### config.mk
export PLATFORM = sky130hd
export DESIGN_NAME = frame_tx_flat
export DESIGN_NICKNAME = d
export VERILOG_FILES = /design/src/rtl/frame_tx_pkg.sv /design/src/rtl/frame_tx_if.sv /design/src/rtl/tx_bit_counter.sv /design/src/rtl/frame_tx.sv /design/src/flat_wrapper.sv
export SDC_FILE = /design/constraint.sdc
export NUM_CORES = 1
export LEC_CHECK = 0
export ABC_AREA = 0
export BUFFER_PORTS_ARGS = -buffer_cell sky130_fd_sc_hd__buf_2
export CORE_MARGIN = 5
export CORE_UTILIZATION = 59
export DETAILED_ROUTE_END_ITERATION = 16
export HOLD_SLACK_MARGIN = 0.02
export PLACE_DENSITY = 0.82
export SKIP_CTS_REPAIR_TIMING = 1
export SLEW_MARGIN = 20
export SYNTH_ARGS = -nofsm -noshare
export SYNTH_HDL_FRONTEND = slang
export SYNTH_SLANG_ARGS = --single-unit
### constraint.sdc
create_clock -name clk -period 2.8 [get_ports clk]
set_clock_uncertainty 0.1 [all_clocks]
set_input_delay 0.28 -clock clk [delete_from_list [all_inputs] [get_ports clk]]
set_output_delay 0.28 -clock clk [all_outputs]
set_load 0.01 [all_outputs]
### src/rtl/frame_tx_pkg.sv
`default_nettype none
// ============================================================================
// Module      : frame_tx_pkg
// Description : Shared types and constants for the serial frame transmitter.
//               Holds the FSM state enum, the preamble pattern and a helper
//               that sizes the shared bit counter.
// Revision    : 1.0 - initial release
// ============================================================================
package frame_tx_pkg;

    typedef enum logic [1:0] {
        ST_IDLE = 2'd0,
        ST_PRE  = 2'd1,
        ST_DATA = 2'd2,
        ST_GAP  = 2'd3
    } state_t;

    localparam logic [3:0] PREAMBLE = 4'b1011;
    localparam int         PRE_LEN  = 4;

    // The counter must hold the largest value it is ever loaded with:
    // PRE_LEN-1, DATA_W-1 or GAP-1.
    function automatic int cnt_width(input int data_w, input int gap);
        int max_val;
        max_val = PRE_LEN - 1;
        if (data_w - 1 > max_val) max_val = data_w - 1;
        if (gap - 1 > max_val)    max_val = gap - 1;
        return $clog2(max_val + 1);
    endfunction

endpackage
`default_nettype wire

### src/rtl/frame_tx_if.sv
`default_nettype none
// ============================================================================
// Module      : frame_tx_if
// Description : Word-in / bit-out bus of the frame transmitter.
//   data_in    : payload word offered by the source
//   data_valid : data_in is valid this cycle
//   data_ready : transmitter can accept a word this cycle
//   seq_out    : serial bit stream, one bit per clock
//   busy       : frame or inter-frame gap in progress
//   frame_done : pulse on the cycle carrying the payload LSB
// Revision    : 1.0 - initial release
// ============================================================================
interface frame_tx_if #(
    parameter int DATA_W = 8
);
    logic [DATA_W-1:0] data_in;
    logic              data_valid;
    logic              data_ready;
    logic              seq_out;
    logic              busy;
    logic              frame_done;

    modport master (
        output data_in, data_valid,
        input  data_ready, seq_out, busy, frame_done
    );

    modport slave (
        input  data_in, data_valid,
        output data_ready, seq_out, busy, frame_done
    );
endinterface
`default_nettype wire

### src/rtl/tx_bit_counter.sv
`default_nettype none
// ============================================================================
// Module      : tx_bit_counter
// Description : Loadable down-counter with zero flag. Load has priority over
//               enable; the count saturates at zero.
//   clk, rst_n : clock, asynchronous active-low reset
//   load       : load load_value this edge
//   enable     : decrement this edge
//   load_value : value loaded on load
//   count      : current count
//   zero       : count == 0
// Revision    : 1.0 - initial release
// ============================================================================
module tx_bit_counter #(
    parameter int WIDTH = 4
) (
    input  wire logic             clk,
    input  wire logic             rst_n,
    input  wire logic             load,
    input  wire logic             enable,
    input  wire logic [WIDTH-1:0] load_value,
    output logic      [WIDTH-1:0] count,
    output logic                  zero
);

    always_ff @(posedge clk or negedge rst_n) begin
        if (!rst_n) begin
            count <= '0;
        end else if (load) begin
            count <= load_value;
        end else if (enable && (count != '0)) begin
            count <= count - WIDTH'(1);
        end
    end

    assign zero = (count == '0);

endmodule
`default_nettype wire

### src/rtl/frame_tx.sv
`default_nettype none
// ============================================================================
// Module      : frame_tx
// Description : Serial frame transmitter. Each accepted word is sent as a
//               4-bit preamble (1011) followed by DATA_W payload bits
//               MSB-first, then GAP idle zero bits.
//   clk   : clock, all state updates on its rising edge
//   rst_n : asynchronous active-low reset, aborts any frame in progress
//   bus   : frame_tx_if slave (data_in/data_valid/data_ready in,
//           seq_out/busy/frame_done out)
// Revision    : 1.0 - initial release
// ============================================================================
module frame_tx
    import frame_tx_pkg::*;
#(
    parameter int DATA_W = 8,
    parameter int GAP    = 1
) (
    input wire logic  clk,
    input wire logic  rst_n,
    frame_tx_if.slave bus
);

    localparam int CNT_W = cnt_width(DATA_W, GAP);

    localparam logic [CNT_W-1:0] c_pre_load  = CNT_W'(PRE_LEN - 1);
    localparam logic [CNT_W-1:0] c_data_load = CNT_W'(DATA_W - 1);
    localparam logic [CNT_W-1:0] c_gap_load  = CNT_W'((GAP > 0) ? GAP - 1 : 0);

    state_t            r_state;
    logic [DATA_W-1:0] r_shift;
    logic              r_seq;
    logic              r_busy;
    logic              r_done;

    logic              w_cnt_load;
    logic              w_cnt_en;
    logic [CNT_W-1:0]  w_cnt_value;
    logic [CNT_W-1:0]  w_cnt;
    logic              w_cnt_zero;
    logic              w_pre_bit;

    // In PRE the counter holds the index of the preamble bit now on seq_out,
    // so the next bit to send is one index lower.
    assign w_pre_bit = PREAMBLE[w_cnt[1:0] - 2'd1];

    // Counter control. In IDLE data_ready is 1, so data_valid alone marks a
    // handshake.
    always_comb begin
        w_cnt_load  = 1'b0;
        w_cnt_en    = 1'b0;
        w_cnt_value = '0;
        case (r_state)
            ST_IDLE: begin
                if (bus.data_valid) begin
                    w_cnt_load  = 1'b1;
                    w_cnt_value = c_pre_load;
                end
            end
            ST_PRE: begin
                if (w_cnt_zero) begin
                    w_cnt_load  = 1'b1;
                    w_cnt_value = c_data_load;
                end else begin
                    w_cnt_en = 1'b1;
                end
            end
            ST_DATA: begin
                if (w_cnt_zero) begin
                    if (GAP > 0) begin
                        w_cnt_load  = 1'b1;
                        w_cnt_value = c_gap_load;
                    end
                end else begin
                    w_cnt_en = 1'b1;
                end
            end
            ST_GAP: begin
                w_cnt_en = 1'b1;
            end
            default: begin
                w_cnt_load  = 1'b1;
                w_cnt_value = '0;
            end
        endcase
    end

    tx_bit_counter #(
        .WIDTH (CNT_W)
    ) u_bit_counter (
        .clk        (clk),
        .rst_n      (rst_n),
        .load       (w_cnt_load),
        .enable     (w_cnt_en),
        .load_value (w_cnt_value),
        .count      (w_cnt),
        .zero       (w_cnt_zero)
    );

    // Outputs are registered one step ahead: each branch sets the value that
    // seq_out/busy/frame_done must show in the cycle after this edge.
    always_ff @(posedge clk or negedge rst_n) begin
        if (!rst_n) begin
            r_state <= ST_IDLE;
            r_shift <= '0;
            r_seq   <= 1'b0;
            r_busy  <= 1'b0;
            r_done  <= 1'b0;
        end else begin
            r_done <= 1'b0;
            case (r_state)
                ST_IDLE: begin
                    r_seq  <= 1'b0;
                    r_busy <= 1'b0;
                    if (bus.data_valid) begin
                        r_shift <= bus.data_in;
                        r_state <= ST_PRE;
                        r_seq   <= PREAMBLE[PRE_LEN-1];
                        r_busy  <= 1'b1;
                    end
                end
                ST_PRE: begin
                    if (!w_cnt_zero) begin
                        r_seq <= w_pre_bit;
                    end else begin
                        r_state <= ST_DATA;
                        r_seq   <= r_shift[DATA_W-1];
                        r_shift <= r_shift << 1;
                        r_done  <= (DATA_W == 1);
                    end
                end
                ST_DATA: begin
                    if (!w_cnt_zero) begin
                        r_seq   <= r_shift[DATA_W-1];
                        r_shift <= r_shift << 1;
                        // Next bit shown is the LSB when one bit remains.
                        r_done  <= (w_cnt == CNT_W'(1));
                    end else if (GAP > 0) begin
                        r_state <= ST_GAP;
                        r_seq   <= 1'b0;
                    end else begin
                        r_state <= ST_IDLE;
                        r_seq   <= 1'b0;
                        r_busy  <= 1'b0;
                    end
                end
                ST_GAP: begin
                    r_seq <= 1'b0;
                    if (w_cnt_zero) begin
                        r_state <= ST_IDLE;
                        r_busy  <= 1'b0;
                    end
                end
                default: begin
                    r_state <= ST_IDLE;
                    r_seq   <= 1'b0;
                    r_busy  <= 1'b0;
                end
            endcase
        end
    end

    assign bus.data_ready = (r_state == ST_IDLE);
    assign bus.seq_out    = r_seq;
    assign bus.busy       = r_busy;
    assign bus.frame_done = r_done;

endmodule
`default_nettype wire

### src/flat_wrapper.sv
// flat-port wrapper written by rule: the top's interface ports become plain ports
module frame_tx_flat import frame_tx_pkg::*;
#(
    parameter int DATA_W = 8,
    parameter int GAP    = 1
)
  (clk, rst_n, bus_data_in, bus_data_valid, bus_data_ready, bus_seq_out, bus_busy, bus_frame_done);
  frame_tx_if #(.DATA_W(DATA_W)) bus_i ();
  input wire logic clk;
  input wire logic rst_n;
  input wire logic [$bits(bus_i.data_in)-1:0] bus_data_in;
  input wire logic [$bits(bus_i.data_valid)-1:0] bus_data_valid;
  output wire logic [$bits(bus_i.data_ready)-1:0] bus_data_ready;
  output wire logic [$bits(bus_i.seq_out)-1:0] bus_seq_out;
  output wire logic [$bits(bus_i.busy)-1:0] bus_busy;
  output wire logic [$bits(bus_i.frame_done)-1:0] bus_frame_done;
  assign bus_i.data_in = bus_data_in;
  assign bus_i.data_valid = bus_data_valid;
  assign bus_data_ready = bus_i.data_ready;
  assign bus_seq_out = bus_i.seq_out;
  assign bus_busy = bus_i.busy;
  assign bus_frame_done = bus_i.frame_done;
  frame_tx #(.DATA_W(DATA_W), .GAP(GAP)) u_core (.clk(clk), .rst_n(rst_n), .bus(bus_i));
endmodule
==> out/results.txt <==
FF-to-FF Start: u_core.r_state[0]
Util after Layout: 0.656
routed vias: 793
total core area: 0.00169 mm2
Tcrit/Tclk final: 0.776
syn_nets: 117
status: completed
FF-to-FF End: u_core.u_bit_counter.count[2]
reg2reg path depth: 6
I/O Buffers: 14
# nets final: 133
maximum number of pins on one net before global-route repair: 17
Critical Path Fanout Max: 11
Rows: 15
die boundary width: 51.7 um
Max Slew Vio Count: 0
gpl congestion: 0.871
Hold Vio Cnt, Final: 0
CP max stage delay: 0.52 ns
total CTS buffers: 3
Initial Util: 0.608
gr usage total: 0.172
Vert. Die Dim: 51.7 um
commonest cells after routing, fill and taps aside: dfrtp_1 (16), buf_2 (14), a21oi_1 (10), ha_1 (10), mux2i_1 (8)
Starting DRT DRC Count: 14
hold path start: bus_data_valid
Post-Syn Area: 0.00103 mm2
die area: 0.00268 mm2
WL per Instance: 15.5 um
HPWL after DPL: 1480 um
#FFs+latches synth: 16
clock-pin slew on the worst setup and hold paths: 0.09 ns
synth unique cells: 34
antenna cell count: 0
Mean Syn Cell Area: 10.7 um2
vias per cell: 6.24
Leakage Power: 0.526 nW
fmax: 0.460 GHz
final hold slack: 0.178 ns
post-route insts no fill: 127
worst min path class: input port to flop
PwrDens: 1420 mW/mm2
RSZ-0062 raised after global routing: no
critical path required time: 2.91 ns
DP Cell Count: 123
io pins: 15
peak supply drop: 0.862 mV
drt total wl: 1970 um
sequential area share after synthesis: 0.390
setup slack, reg-to-reg: 0.63 ns
Clock Path Buffers: 2
first-pass GRT wire length: 3460 um
Max-cap violations: 0
Setup-failing EPs final: 0
CTS sink count: 16
headroom to the max-slew limit: 0.651
CP endpoint kind: flop
TritonCTS clock tree: yes
commonest non-fill, non-tap cell in the layout: dfrtp_1
Post-DRT Antenna Nets: 0
share of post-route cells with drive strength above 1: 0.227
share of flip-flops with an asynchronous set or reset: 1.00
Worst Hold End: u_core.bus.seq_out
worst slew pin tran: 0.523 ns
Pwr Total: 1.58 mW
Hold Path Stages: 2
Post-synth EDFFs: 0
top_reg_cell synth: dfrtp_1
crit path launch type: flop
worst skew pair latency: 0.29 ns
H-tree levels: 1
Ys Warns: 0
CP max stage cell: ha_1
crit-path cells: inv_1, ha_1, nand3b_1, a21oi_1, or4_1, o211ai_1
vias in the first global route: 826
initial antenna violation count: 0
Mapped Cells: 96
Arrival @ worst endpoint: 2.28 ns
DRC viols: 0
Initial DRT Pass Iterations: 4
Tmin final: 2.17 ns
CTS root buf: clkbuf_4
CP Class: flop to flop
Congestion Overflow GR: 0
TNS Setup: 0 ns
area grow syn2layout: 7.80%
-- worst max path at each step --
stage / from / endpoint / slack, ns / cells past startpoint
floorplan: u_core.r_state[0] / u_core.r_state[1] / 0.88 / 6
global placement: u_core.u_bit_counter.count[0] / u_core.r_shift[0] / 0.68 / 6
detailed placement: u_core.u_bit_counter.count[0] / u_core.r_shift[0] / 0.65 / 6
CTS: u_core.u_bit_counter.count[0] / u_core.r_shift[0] / 0.63 / 6
global route: u_core.r_state[0] / u_core.u_bit_counter.count[1] / 0.46 / 6
finish: u_core.r_state[0] / u_core.u_bit_counter.count[2] / 0.63 / 6
-- logic make-up after synthesis --
logic type      Yosys count  share of synthesized area
flops                    16                      0.390
mux                      12                      0.136
simple gates             20                      0.101
buf+inv                   9                     0.0609
fa+ha+maj                10                      0.122
compound gates           28                      0.182
xor+xnor                  1                    0.00853
-- cell usage after synthesis (all sizes together), types with 2 or more instances --
cell / number / area (um2)
dfrtp: 16 / 400
o21ai: 3 / 26.3
a21oi: 10 / 50.1
a221oi: 2 / 17.5
ha: 10 / 125
mux2: 3 / 37.5
a31oi: 7 / 43.8
nand2: 6 / 25.0
nor2: 4 / 15.0
inv: 5 / 18.8
mux2i: 9 / 103
buf: 3 / 30.0
nand3: 2 / 10.0
-- metal layers --
| layer | GRT usage | wire, um | up-vias | share of wire |
|---|---|---|---|---|
| li1 | - | - | 379 | - |
| met1 | 0.204 | 838 | 377 | 0.43 |
| met2 | 0.290 | 972 | 32 | 0.49 |
| met3 | 0.0401 | 125 | 5 | 0.063 |
| met4 | 0.0873 | 35 | 0 | 0.018 |
| met5 | 0 | 0 | - | 0 |
-- area by class of cell --
| type | count | area [um2] |
|---|---|---|
| flip-flops and latches | 16 | 400 |
| repair buffers | 15 | 80.1 |
| clock buffers | 3 | 22.5 |
| well taps | 17 | 21.3 |
| inverters | 5 | 18.8 |
| fillers | 137 | 582 |
| multi-input cells | 71 | 564 |
-- flip-flops by register name (all words and copies together), names as in the netlist --
name,count
u_core.r_shift,8
u_core.u_bit_counter.count,3
u_core.r_state,2
u_core.bus.busy,1
u_core.bus.frame_done,1
u_core.bus.seq_out,1
-- worst max-delay path, delay by kind of cell (launching register included) --
family	cells	cell delay, ns
simple gates	2	0.71
compound gates	2	0.22
fa+ha+maj	1	0.52
flops	1	0.43
buf+inv	1	0.10
-- power by group --
group          switching [mW]  internal (mW)  leakage [nW]  total (mW)
combinational           0.565          0.456         0.325        1.02
sequential             0.0814          0.351         0.187       0.433
clock                  0.0722         0.0500        0.0138       0.122
-- per-stage QoR --
step                setup WS (ns)  instance area [um2]
floorplan                   0.883                 1030
global placement            0.680                 1070
detailed placement          0.653                 1070
CTS                         0.630                 1100
global route                0.457                 1110
finish                      0.626                 1110
Power figures use the tool's default switching activity.
